--- src/rtl/fwd_hazard_unit_pkg.sv ---
// Shared definitions for the forwarding / load-use hazard unit.
// Holds default geometry, forward-select encodings and writer-entry field layout.
package fwd_hazard_unit_pkg;

  // Default geometry of the unit.
  localparam int unsigned NSRC     = 2;
  localparam int unsigned AW       = 5;
  localparam int unsigned NSTG     = 3;
  localparam int unsigned LOAD_LAT = 1;
  localparam int unsigned SELW     = 2;

  // Forward-select encodings: 0 is the register file, k is the stage-k result.
  localparam int unsigned FW_SEL_REGFILE = 0;
  localparam int unsigned FW_SEL_EX      = 1;
  localparam int unsigned FW_SEL_MEM     = 2;
  localparam int unsigned FW_SEL_WB      = 3;

  // Writer entry layout {we, load, rd}: rd in the low AW bits, then load, then we.
  function automatic int unsigned ent_w(input int unsigned aw);
    return aw + 2;
  endfunction

  function automatic int unsigned ent_rd_lsb(input int unsigned aw);
    return 0 * aw;
  endfunction

  function automatic int unsigned ent_ld_bit(input int unsigned aw);
    return aw;
  endfunction

  function automatic int unsigned ent_we_bit(input int unsigned aw);
    return aw + 1;
  endfunction

endpackage

--- src/rtl/fwd_hazard_unit_if.sv ---
// Decode-side connection of the forwarding / hazard unit.
// master: the ID stage driving instruction fields; slave: the hazard unit.
interface fwd_hazard_if
  import fwd_hazard_unit_pkg::*;
#(
  parameter int unsigned P_NSRC = NSRC,
  parameter int unsigned P_AW   = AW,
  parameter int unsigned P_SELW = SELW
);

  logic                     id_valid_i;
  logic [P_NSRC*P_AW-1:0]   id_rs_i;
  logic [P_AW-1:0]          id_rd_i;
  logic                     id_we_i;
  logic                     id_load_i;
  logic                     flush_i;
  logic                     stall_o;
  logic [P_NSRC*P_SELW-1:0] id_fw_o;
  logic [P_NSRC*P_SELW-1:0] ex_fw_o;

  modport master (
    output id_valid_i, id_rs_i, id_rd_i, id_we_i, id_load_i, flush_i,
    input  stall_o, id_fw_o, ex_fw_o
  );

  modport slave (
    input  id_valid_i, id_rs_i, id_rd_i, id_we_i, id_load_i, flush_i,
    output stall_o, id_fw_o, ex_fw_o
  );

endinterface

--- src/rtl/fwd_hazard_unit_match_node.sv ---
// One source-operand comparator against the flattened writer pipe.
// Returns the youngest matching stage in KMIN..KMAX and whether a not-yet-ready
// load (stage <= LOAD_LAT) writes this source.
module fwd_match_node
  import fwd_hazard_unit_pkg::*;
#(
  parameter int unsigned P_AW       = AW,
  parameter int unsigned P_NSTG     = NSTG,
  parameter int unsigned P_LOAD_LAT = LOAD_LAT,
  parameter int unsigned P_SELW     = SELW,
  parameter int unsigned KMIN       = 1,
  parameter int unsigned KMAX       = NSTG - 1
) (
  input  logic [P_AW-1:0]                src,
  input  logic [P_NSTG*ent_w(P_AW)-1:0]  pipe,
  output logic [P_SELW-1:0]              sel,
  output logic                           load_hit
);

  localparam int unsigned EW     = ent_w(P_AW);
  localparam int unsigned RD_LSB = ent_rd_lsb(P_AW);
  localparam int unsigned LD_BIT = ent_ld_bit(P_AW);
  localparam int unsigned WE_BIT = ent_we_bit(P_AW);

  logic [P_NSTG-1:0] hit;
  logic [P_NSTG-1:0] is_load;

  // Per-stage match; register 0 never matches.
  for (genvar k = 0; k < int'(P_NSTG); k++) begin : g_stg
    assign hit[k]     = pipe[k*EW + WE_BIT]
                        && (pipe[k*EW + RD_LSB +: P_AW] == src)
                        && (src != '0);
    assign is_load[k] = pipe[k*EW + LD_BIT];
  end

  // Scan oldest to youngest so the youngest eligible match wins.
  always_comb begin
    sel      = P_SELW'(FW_SEL_REGFILE);
    load_hit = 1'b0;
    for (int k = int'(P_NSTG) - 1; k >= 0; k--) begin
      if (hit[k] && (k + 1 >= int'(KMIN)) && (k + 1 <= int'(KMAX))) begin
        sel = P_SELW'(k + 1);
      end
      if (hit[k] && is_load[k] && (k + 1 <= int'(P_LOAD_LAT))) begin
        load_hit = 1'b1;
      end
    end
  end

endmodule

--- src/rtl/fwd_hazard_unit.sv ---
// Forwarding and load-use hazard unit for the mips789 core.
// Tracks in-flight writers in an NSTG-deep shift pipe (stage 1 = EX), produces
// decode- and ALU-stage forward selects and the decode stall.
// Build option: define FWD_WB_BYPASS_EN to let the WB stage be a forward source
// (register file without write-through); otherwise WB is never selected.
module fwd_hazard_unit
  import fwd_hazard_unit_pkg::*;
#(
  parameter int unsigned P_NSRC     = NSRC,
  parameter int unsigned P_AW       = AW,
  parameter int unsigned P_NSTG     = NSTG,
  parameter int unsigned P_LOAD_LAT = LOAD_LAT,
  parameter int unsigned P_SELW     = SELW
) (
  input  logic         clk,
  input  logic         rst,
  fwd_hazard_if.slave  hz
);

`ifdef FWD_WB_BYPASS_EN
  localparam int unsigned KMAX = P_NSTG;
`else
  localparam int unsigned KMAX = P_NSTG - 1;
`endif

  localparam int unsigned EW = ent_w(P_AW);
  localparam int unsigned PW = P_NSTG * EW;
  localparam int unsigned SW = P_NSRC * P_AW;
  localparam int unsigned FW = P_NSRC * P_SELW;

  logic [PW-1:0]     pipe_q;
  logic [SW-1:0]     ex_src_q;
  logic [FW-1:0]     id_sel;
  logic [FW-1:0]     ex_sel;
  logic [FW-1:0]     ex_fw;
  logic [P_NSRC-1:0] id_load_hit;
  logic [P_NSRC-1:0] ex_load_hit;
  logic              raw_hazard;
  logic              stall;
  logic              bubble;
  logic [EW-1:0]     s1_next;

  // Comparators: decode channels may forward from EX, ALU channels from MEM onward.
  for (genvar c = 0; c < int'(P_NSRC); c++) begin : g_ch
    fwd_match_node #(
      .P_AW(P_AW), .P_NSTG(P_NSTG), .P_LOAD_LAT(P_LOAD_LAT), .P_SELW(P_SELW),
      .KMIN(1), .KMAX(KMAX)
    ) u_id_node (
      .src      (hz.id_rs_i[c*P_AW +: P_AW]),
      .pipe     (pipe_q),
      .sel      (id_sel[c*P_SELW +: P_SELW]),
      .load_hit (id_load_hit[c])
    );

    fwd_match_node #(
      .P_AW(P_AW), .P_NSTG(P_NSTG), .P_LOAD_LAT(P_LOAD_LAT), .P_SELW(P_SELW),
      .KMIN(2), .KMAX(KMAX)
    ) u_ex_node (
      .src      (ex_src_q[c*P_AW +: P_AW]),
      .pipe     (pipe_q),
      .sel      (ex_sel[c*P_SELW +: P_SELW]),
      .load_hit (ex_load_hit[c])
    );

    // An ALU select never points at a load whose data is not ready yet.
    assign ex_fw[c*P_SELW +: P_SELW] = ex_load_hit[c] ? '0 : ex_sel[c*P_SELW +: P_SELW];
  end

  // Load-use detection; a flush kills the instruction so it never stalls.
  always_comb begin
    raw_hazard = |id_load_hit;
    stall      = hz.id_valid_i && !hz.flush_i && raw_hazard;
    bubble     = stall || hz.flush_i;
    s1_next    = bubble ? '0
                        : {hz.id_we_i & hz.id_valid_i, hz.id_load_i, hz.id_rd_i};
  end

  assign hz.stall_o = stall;
  assign hz.id_fw_o = raw_hazard ? '0 : id_sel;
  assign hz.ex_fw_o = ex_fw;

  // Writer pipe shifts one stage per clock; stage 1 sits in the low bits.
  always_ff @(posedge clk or posedge rst) begin
    if (rst) begin
      pipe_q   <= '0;
      ex_src_q <= '0;
    end else begin
      pipe_q   <= {pipe_q[PW-EW-1:0], s1_next};
      ex_src_q <= bubble ? '0 : hz.id_rs_i;
    end
  end

endmodule
--- src/flat_wrapper.sv ---
// flat-port wrapper written by rule: the top's interface ports become plain ports
module fwd_hazard_unit_flat import fwd_hazard_unit_pkg::*;
#(
  parameter int unsigned P_NSRC     = NSRC,
  parameter int unsigned P_AW       = AW,
  parameter int unsigned P_NSTG     = NSTG,
  parameter int unsigned P_LOAD_LAT = LOAD_LAT,
  parameter int unsigned P_SELW     = SELW
)
  (clk, rst, hz_id_valid_i, hz_id_rs_i, hz_id_rd_i, hz_id_we_i, hz_id_load_i, hz_flush_i, hz_stall_o, hz_id_fw_o, hz_ex_fw_o);
  fwd_hazard_if #(.P_NSRC(P_NSRC), .P_AW(P_AW), .P_SELW(P_SELW)) hz_i ();
  input  logic clk;
  input  logic rst;
  input wire logic [$bits(hz_i.id_valid_i)-1:0] hz_id_valid_i;
  input wire logic [$bits(hz_i.id_rs_i)-1:0] hz_id_rs_i;
  input wire logic [$bits(hz_i.id_rd_i)-1:0] hz_id_rd_i;
  input wire logic [$bits(hz_i.id_we_i)-1:0] hz_id_we_i;
  input wire logic [$bits(hz_i.id_load_i)-1:0] hz_id_load_i;
  input wire logic [$bits(hz_i.flush_i)-1:0] hz_flush_i;
  output wire logic [$bits(hz_i.stall_o)-1:0] hz_stall_o;
  output wire logic [$bits(hz_i.id_fw_o)-1:0] hz_id_fw_o;
  output wire logic [$bits(hz_i.ex_fw_o)-1:0] hz_ex_fw_o;
  assign hz_i.id_valid_i = hz_id_valid_i;
  assign hz_i.id_rs_i = hz_id_rs_i;
  assign hz_i.id_rd_i = hz_id_rd_i;
  assign hz_i.id_we_i = hz_id_we_i;
  assign hz_i.id_load_i = hz_id_load_i;
  assign hz_i.flush_i = hz_flush_i;
  assign hz_stall_o = hz_i.stall_o;
  assign hz_id_fw_o = hz_i.id_fw_o;
  assign hz_ex_fw_o = hz_i.ex_fw_o;
  fwd_hazard_unit #(.P_NSRC(P_NSRC), .P_AW(P_AW), .P_NSTG(P_NSTG), .P_LOAD_LAT(P_LOAD_LAT), .P_SELW(P_SELW)) u_core (.clk(clk), .rst(rst), .hz(hz_i));
endmodule
--- config.mk ---
export PLATFORM = sky130hd
export DESIGN_NAME = fwd_hazard_unit_flat
export DESIGN_NICKNAME = d
export VERILOG_FILES = /design/src/rtl/fwd_hazard_unit_pkg.sv /design/src/rtl/fwd_hazard_unit_if.sv /design/src/rtl/fwd_hazard_unit_match_node.sv /design/src/rtl/fwd_hazard_unit.sv /design/src/flat_wrapper.sv
export SDC_FILE = /design/constraint.sdc
export NUM_CORES = 1
export LEC_CHECK = 0
export ABC_AREA = 1
export BUFFER_PORTS_ARGS = -buffer_cell sky130_fd_sc_hd__buf_4
export CORE_ASPECT_RATIO = 1.4
export CORE_UTILIZATION = 60
export CTS_BUF_LIST = sky130_fd_sc_hd__clkbuf_8
export CTS_CLUSTER_SIZE = 28
export DETAILED_ROUTE_END_ITERATION = 16
export GPL_TIMING_DRIVEN = 0
export HOLD_SLACK_MARGIN = 0.03
export PLACE_DENSITY = 0.87
export SLEW_MARGIN = 0
export SYNTH_ARGS = -nofsm -noshare
export SYNTH_HDL_FRONTEND = slang
export SYNTH_SLANG_ARGS = --single-unit
--- constraint.sdc ---
create_clock -name clk -period 3.8 [get_ports clk]
set_input_delay 0.57 -clock clk [delete_from_list [all_inputs] [get_ports clk]]
set_output_delay 0.57 -clock clk [all_outputs]
set_load 0.01 [all_outputs]
# Word-level counts from Yosys, hierarchy flattened
# Cells that the tools add are included.
# W data, S select, Z words.
dict set report totals {
  wordCells 55
  reg_bits 24
  input_bits 21
  out_inout_bits 9
}
dict set report classes {
  eq_ne 8
  mux 15
  bitwise_logic 1
  n_reduce_logical 29
}
# operator n
set op_table {}
lappend op_table {{$eq A5 B5 Y1} 8}
lappend op_table {{$logic_and A1 B1 Y1} 22}
lappend op_table {{$reduce_bool A5 Y1} 4}
lappend op_table {{$mux W2} 8}
lappend op_table {{$mux W10} 1}
lappend op_table {{$mux W7} 1}
lappend op_table {{$mux W1} 4}
lappend op_table {{$mux W4} 1}
lappend op_table {{$reduce_or A2 Y1} 1}
lappend op_table {{$and A1 B1 Y1} 1}
lappend op_table {{$logic_not A1 Y1} 1}
lappend op_table {{$logic_or A1 B1 Y1} 1}

# Depth between registers and ports, before layout
dict set report logic_depth {
  depth_word 9
  mapped_depth 12
  mapped_depth_nobuf 11
}

# By module
# A second synthesis with hierarchy kept.
dict set report unflattened {
  cells_unflattened 371
  area_unflattened_um2 2169.6
}
# mod n_inst area_per_inst_um2 cells_per_inst
set modules_own_cells {}
lappend modules_own_cells {fwd_hazard_unit 1 1051.0 89}
lappend modules_own_cells {{fwd_match_node (u_core.g_ch[0].u_id_node ...)} 2 307.8 79}
lappend modules_own_cells {{fwd_match_node (u_core.g_ch[0].u_ex_node ...)} 2 251.5 62}

# Least setup slack after synthesis
# No wires, ideal clock.
dict set report synth_path {
  path_kind {input to output}
  startpoint {in hz_id_rs_i[4]}
  endpoint {out hz_stall_o}
  path_slack_ns 1.982
  path_stages 9
  required_ns 3.230
  arrival_time_ns 1.248
  path_buffers 0
  cell_sequence {inv_1 nand2_1 nand2_1 nand2_1 nor2_1 nand3_1 nand2_2 nand2_2 inv_1}
}
dict set report synth_between {
  elab_chain_len 7
  elab_cells_between_ends 8
}
# element line_no
set synth_lines {}
lappend synth_lines {{start: declaration} flat_wrapper.sv:15} ;# input wire logic [$bits(hz_i.id_rs_i)-1:0] hz_id_rs_i;
lappend synth_lines {{$eq A5 B5 Y1} fwd_hazard_unit_match_node.sv:31} ;# && (pipe[k*EW + RD_LSB +: P_AW] == src)
lappend synth_lines {{$logic_and A1 B1 Y1} fwd_hazard_unit_match_node.sv:31}
lappend synth_lines {{$logic_and A1 B1 Y1 (*)} fwd_hazard_unit_match_node.sv:32} ;# && (src != '0);
lappend synth_lines {{$logic_and A1 B1 Y1 (*)} fwd_hazard_unit_match_node.sv:44} ;# if (hit[k] && is_load[k] && (k + 1 <= int'(P_LOAD_LAT))) begin
lappend synth_lines {{$mux W1 (*)} fwd_hazard_unit_match_node.sv:44}
lappend synth_lines {{$reduce_or A2 Y1 (*)} fwd_hazard_unit.sv:71} ;# raw_hazard = |id_load_hit;
lappend synth_lines {{$logic_and A1 B1 Y1 (*)} fwd_hazard_unit.sv:72} ;# stall = hz.id_valid_i && !hz.flush_i && raw_hazard;
lappend synth_lines {{end: declaration} flat_wrapper.sv:20} ;# output wire logic [$bits(hz_i.stall_o)-1:0] hz_stall_o;
# Every way passes the cells marked *; elsewhere a longest branch is shown, timed or not.

# Final worst setup path
dict set report layout_path {
  startpoint {reg u_core.pipe_q[1]}
  endpoint {out hz_stall_o}
}
dict set report layout_between {
  elab_chain_len 7
  elab_cells_between_ends 12
}
# element line_no
set layout_lines {}
lappend layout_lines {{start: declaration} fwd_hazard_unit.sv:31} ;# logic [PW-1:0] pipe_q;
lappend layout_lines {{start signal: assignment} fwd_hazard_unit.sv:88} ;# pipe_q <= {pipe_q[PW-EW-1:0], s1_next};
lappend layout_lines {{$eq A5 B5 Y1} fwd_hazard_unit_match_node.sv:31}
lappend layout_lines {{$logic_and A1 B1 Y1} fwd_hazard_unit_match_node.sv:31}
lappend layout_lines {{$logic_and A1 B1 Y1} fwd_hazard_unit_match_node.sv:32}
lappend layout_lines {{$logic_and A1 B1 Y1} fwd_hazard_unit_match_node.sv:44}
lappend layout_lines {{$mux W1} fwd_hazard_unit_match_node.sv:44}
lappend layout_lines {{$reduce_or A2 Y1 (*)} fwd_hazard_unit.sv:71}
lappend layout_lines {{$logic_and A1 B1 Y1 (*)} fwd_hazard_unit.sv:72}
# Marks and branches as above.

==> results list <==
* Most numerous cell types in the synthesized netlist: sky130_fd_sc_hd__nand2_1, sky130_fd_sc_hd__inv_1, sky130_fd_sc_hd__nor2_1, sky130_fd_sc_hd__dfrtp_1
- Data arrival, critical path: 1710 ps
* Num rows: 20
* Power per cell area: 308 mW/mm^2
- Type of the tightest min-delay check: reg -> reg
* Dominant cells by area after synthesis: sky130_fd_sc_hd__dfrtp_1, sky130_fd_sc_hd__nand2_1, sky130_fd_sc_hd__inv_1, sky130_fd_sc_hd__nor2_1, sky130_fd_sc_hd__o22ai_1
* Internal power: 372 uW
- Max-slew violations: 0
- Maximum cell stage delay along the critical path: 470 ps
- Crit-path cells: inv_1, nand2_1, nand3_1, nor2_1, nand3_1, nand2_2, nand2_2, inv_1, buf_4
- Global routing used 37.9% of the available met1 tracks.
* GRT met3 Usage: 3.96%
- Timing would allow up to 0.438 GHz.
- Floorplan die width: 43.1 um
* Initial DRC count: 84
* Area share of the largest cell type after synthesis: 40.5%
- In the synthesized netlist, mux cells make up 0% of the area.
* # Max-Cap Violations: 0
- Number of hold buffers added after cts: 0
- In the final layout, the share of cells above drive strength 1 is 16.7%.
- Entering global routing, the biggest net connects 24 pins.
- Mean instance size in the synthesized netlist: 6.87 sq um
- After Yosys synthesis, XOR and XNOR cells account for 4.31% of the synthesized area.
- Post-CTS Repair Setup Buffers: 0
- Synthesized area: 0.00142 sq mm
- Clk sink count: 23
- The analysis attributes to cell leakage a power of 0.938 nW.
- The worst path needs 2280 ps of the cycle, external delays included.
- Final wirelength: 3640 um
* Relative slew margins: 43.5%
* H-tree levels: 1
- The synthesized netlist devotes 0% of its cell area to adder and majority cells.
* Clock buffer depth: 2
* Net switching fraction of the power: 29.0%
* Gate count of the mapped netlist: 207
- Pin slew with the least headroom to its limit: 846 ps
* Met2 layer usage reported by global route: 55.0%
- At the worst endpoint, the required time is 3230 ps.
- Dividing the detail-routed wire length by the instance count gives 14.0 um.
* Post-synth EDFFs: 0
- Setup total negative slack on the finished layout was measured at 0 ps.
- The initial antenna violation count was 0.
- Worst supply voltage drop on vdd: 259 uV
- Proportion of synthesized flip-flops having asynchronous set or reset: 100%
* Post-synthesis simple-gate area fraction: 30.3%
* Total CTS buffers: 3
- Initial standard-cell utilization of the core: 64.5%
- By area, the combinational part of the netlist is dominated by simple AND/OR/NAND/NOR gates.
* Clock Skew: 5.38 ps
* Placed wire-length estimate: 2740 um
- Root buffer cell: sky130_fd_sc_hd__clkbuf_8
- The hold violation count in the final report is 0.
- Largest driver fanout on the critical path: 6
* Number of nets still failing antenna checks after routing: 0
- Die area: 0.00257 sq mm
- In the final design database the tool counted 261 nets.
* Insertion delay to the later sink of the worst-skew pair: 270 ps
* Detailed-route via count: 1440
* Post-synth top area cell: sky130_fd_sc_hd__dfrtp_1
* Fraction of the mapped netlist area in compound gates: 10.9%
- I/O pin cnt: 30
* Residual DRC: 0
* Type of element launching the critical path: flop
- Weighted congestion at the end of routability-driven global placement: 0.969
- Total core area: 0.00220 sq mm
- In this run the most used layer during global routing was met2.
* Status: complete, no violations
- Of the total power, the clock network draws 29.3%.
* Count of state elements after synthesis: 23
- In this run the cell area measured after placement is 0.00166 sq mm.
- Number of global-route vias before repair: 1406
- Max stage delay cell, worst path: sky130_fd_sc_hd__dfrtp_1
- Wire length of the first global-routing pass: 6010 um
- The pre-antenna-repair detailed-routing pass consisted of 4 iterations.
- Number of gates resized after cts: 0
* Endpoint class of the critical path: output port
- Flop pwr share: 52.0%
- Setup violations remaining at the end of the flow were counted as 0.
- For this run, the number of Yosys warnings is 0.
- The count of buffers added on input and output ports is 27.
- The die is 59.6 um tall.
- Across every metal layer, demand over resource in global routing totals 32.0%.
* Sequential share of the synthesized area: 40.5%
* # diodes: 0
- In this run, the combinational gates consume 18.7% of the power.
* Layout overhead on the synthesized area: 19.7%
* Most instantiated library cell after synthesis: sky130_fd_sc_hd__nand2_1
- NetSw: 152 uW
- CTS tree: yes
* Remaining Overflow, GRT: 0
- Among all flip-flop cells after synthesis, the most frequent one is sky130_fd_sc_hd__dfrtp_1.
- Setup repair after global routing left no endpoint under its margin.
* Clock transition at the register clock pins on the worst setup and hold paths after CTS: 80 ps
- Final worst-path cycle share: 60.0%
- Crit Path Class: reg -> out
- After synthesis, the netlist uses 25 different library cells.
- Vias per Instance: 5.52
* Post-route standard cell area excluding fillers: 0.00170 sq mm
layout make-up:
type | instances | area (sq um)
repair buffers | 27 | 203
fillers | 178 | 500
clock inverters | 1 | 5.00
inverters | 43 | 161
flip-flops and latches | 23 | 576
well taps | 22 | 27.5
clock buffers | 3 | 41.3
plain buffers | 4 | 33.8
multi-input cells | 138 | 654
state kept, by name (all words and copies together), names as in the netlist:
| name | cells |
|---|---|
| u_core.pipe_q | 13 |
| u_core.ex_src_q | 10 |
final timing paths:
check,startpoint,endpoint,slack [ps],cells past startpoint
worst max-delay path,u_core.pipe_q[1],hz_stall_o,1520,9
worst min-delay path,u_core.pipe_q[6],u_core.pipe_q[13],410,0
worst max register to register,u_core.pipe_q[1],u_core.ex_src_q[8],2110,10
worst min register to register,u_core.pipe_q[6],u_core.pipe_q[13],410,0
max in group asynchronous,rst,u_core.ex_src_q[9],2810,2
min in group asynchronous,rst,u_core.ex_src_q[7],470,2
through the flow:
| step | hold WS [ps] | total power, mW | worst slack [ps] | util (%) | cells |
|---|---|---|---|---|---|
| after floorplan | 374 | 0.334 | 1980 | - | 208 |
| after global placement | 393 | 0.369 | 1700 | 75.2 | 257 |
| after detailed placement | 390 | 0.373 | 1680 | 75.2 | 257 |
| after CTS | 404 | 0.521 | 1520 | 77.3 | 261 |
| after global routing | 418 | 0.544 | 1380 | 77.3 | 261 |
| final | 405 | 0.524 | 1520 | 77.3 | 261 |
per-layer routing:
layer  up-vias  wire, um
met5         -         0
met4         0       139
met3        14       180
met2        52      1850
met1       671      1470
li1        703         -
worst max-delay path: cells and delay by family, from the launching register on:
kind / cells / cell delay, ps
and+or+nand+nor: 6 / 630
DFF: 1 / 470
buffers and inverters: 3 / 330
cells by family after synthesis:
logic type,Yosys count
flops,23
compound gates,26
xor+xnor,7
simple gates,103
buf+inv,47
other cells,1
power groups by stage:
| stage | combinational, mW | sequential [mW] | clock (mW) |
|---|---|---|---|
| global route | 0.110 | 0.274 | 0.160 |
| detailed placement | 0.0960 | 0.277 | 0 |
| global placement | 0.0923 | 0.277 | 0 |
| floorplan | 0.0628 | 0.272 | 0 |
| CTS | 0.0973 | 0.272 | 0.152 |
| finish | 0.0979 | 0.273 | 0.154 |
cells in the final DEF, fill, tap and decap left out:
cell                        count
sky130_fd_sc_hd__nand2_1       49
sky130_fd_sc_hd__nand4_1        4
sky130_fd_sc_hd__clkinv_2       1
sky130_fd_sc_hd__xor2_1         2
sky130_fd_sc_hd__dfrtp_1       23
sky130_fd_sc_hd__nor3_1         2
sky130_fd_sc_hd__o211ai_1       1
sky130_fd_sc_hd__a21oi_1        9
sky130_fd_sc_hd__nor4_1         1
sky130_fd_sc_hd__nor2_1        34
sky130_fd_sc_hd__o22ai_1        9
sky130_fd_sc_hd__nand2_4        1
sky130_fd_sc_hd__inv_1         41
sky130_fd_sc_hd__clkbuf_1       1
sky130_fd_sc_hd__nor2_2         1
sky130_fd_sc_hd__o2111ai_1      1
sky130_fd_sc_hd__nand2_2        2
sky130_fd_sc_hd__nand3_1        8
sky130_fd_sc_hd__buf_8          1
sky130_fd_sc_hd__inv_2          2
sky130_fd_sc_hd__conb_1         2
sky130_fd_sc_hd__nor3b_1        1
sky130_fd_sc_hd__o221ai_1       2
sky130_fd_sc_hd__xnor2_1        5
sky130_fd_sc_hd__o21ai_0        4
sky130_fd_sc_hd__clkbuf_8       3
sky130_fd_sc_hd__buf_4         29
Power figures use the tool's default switching activity.
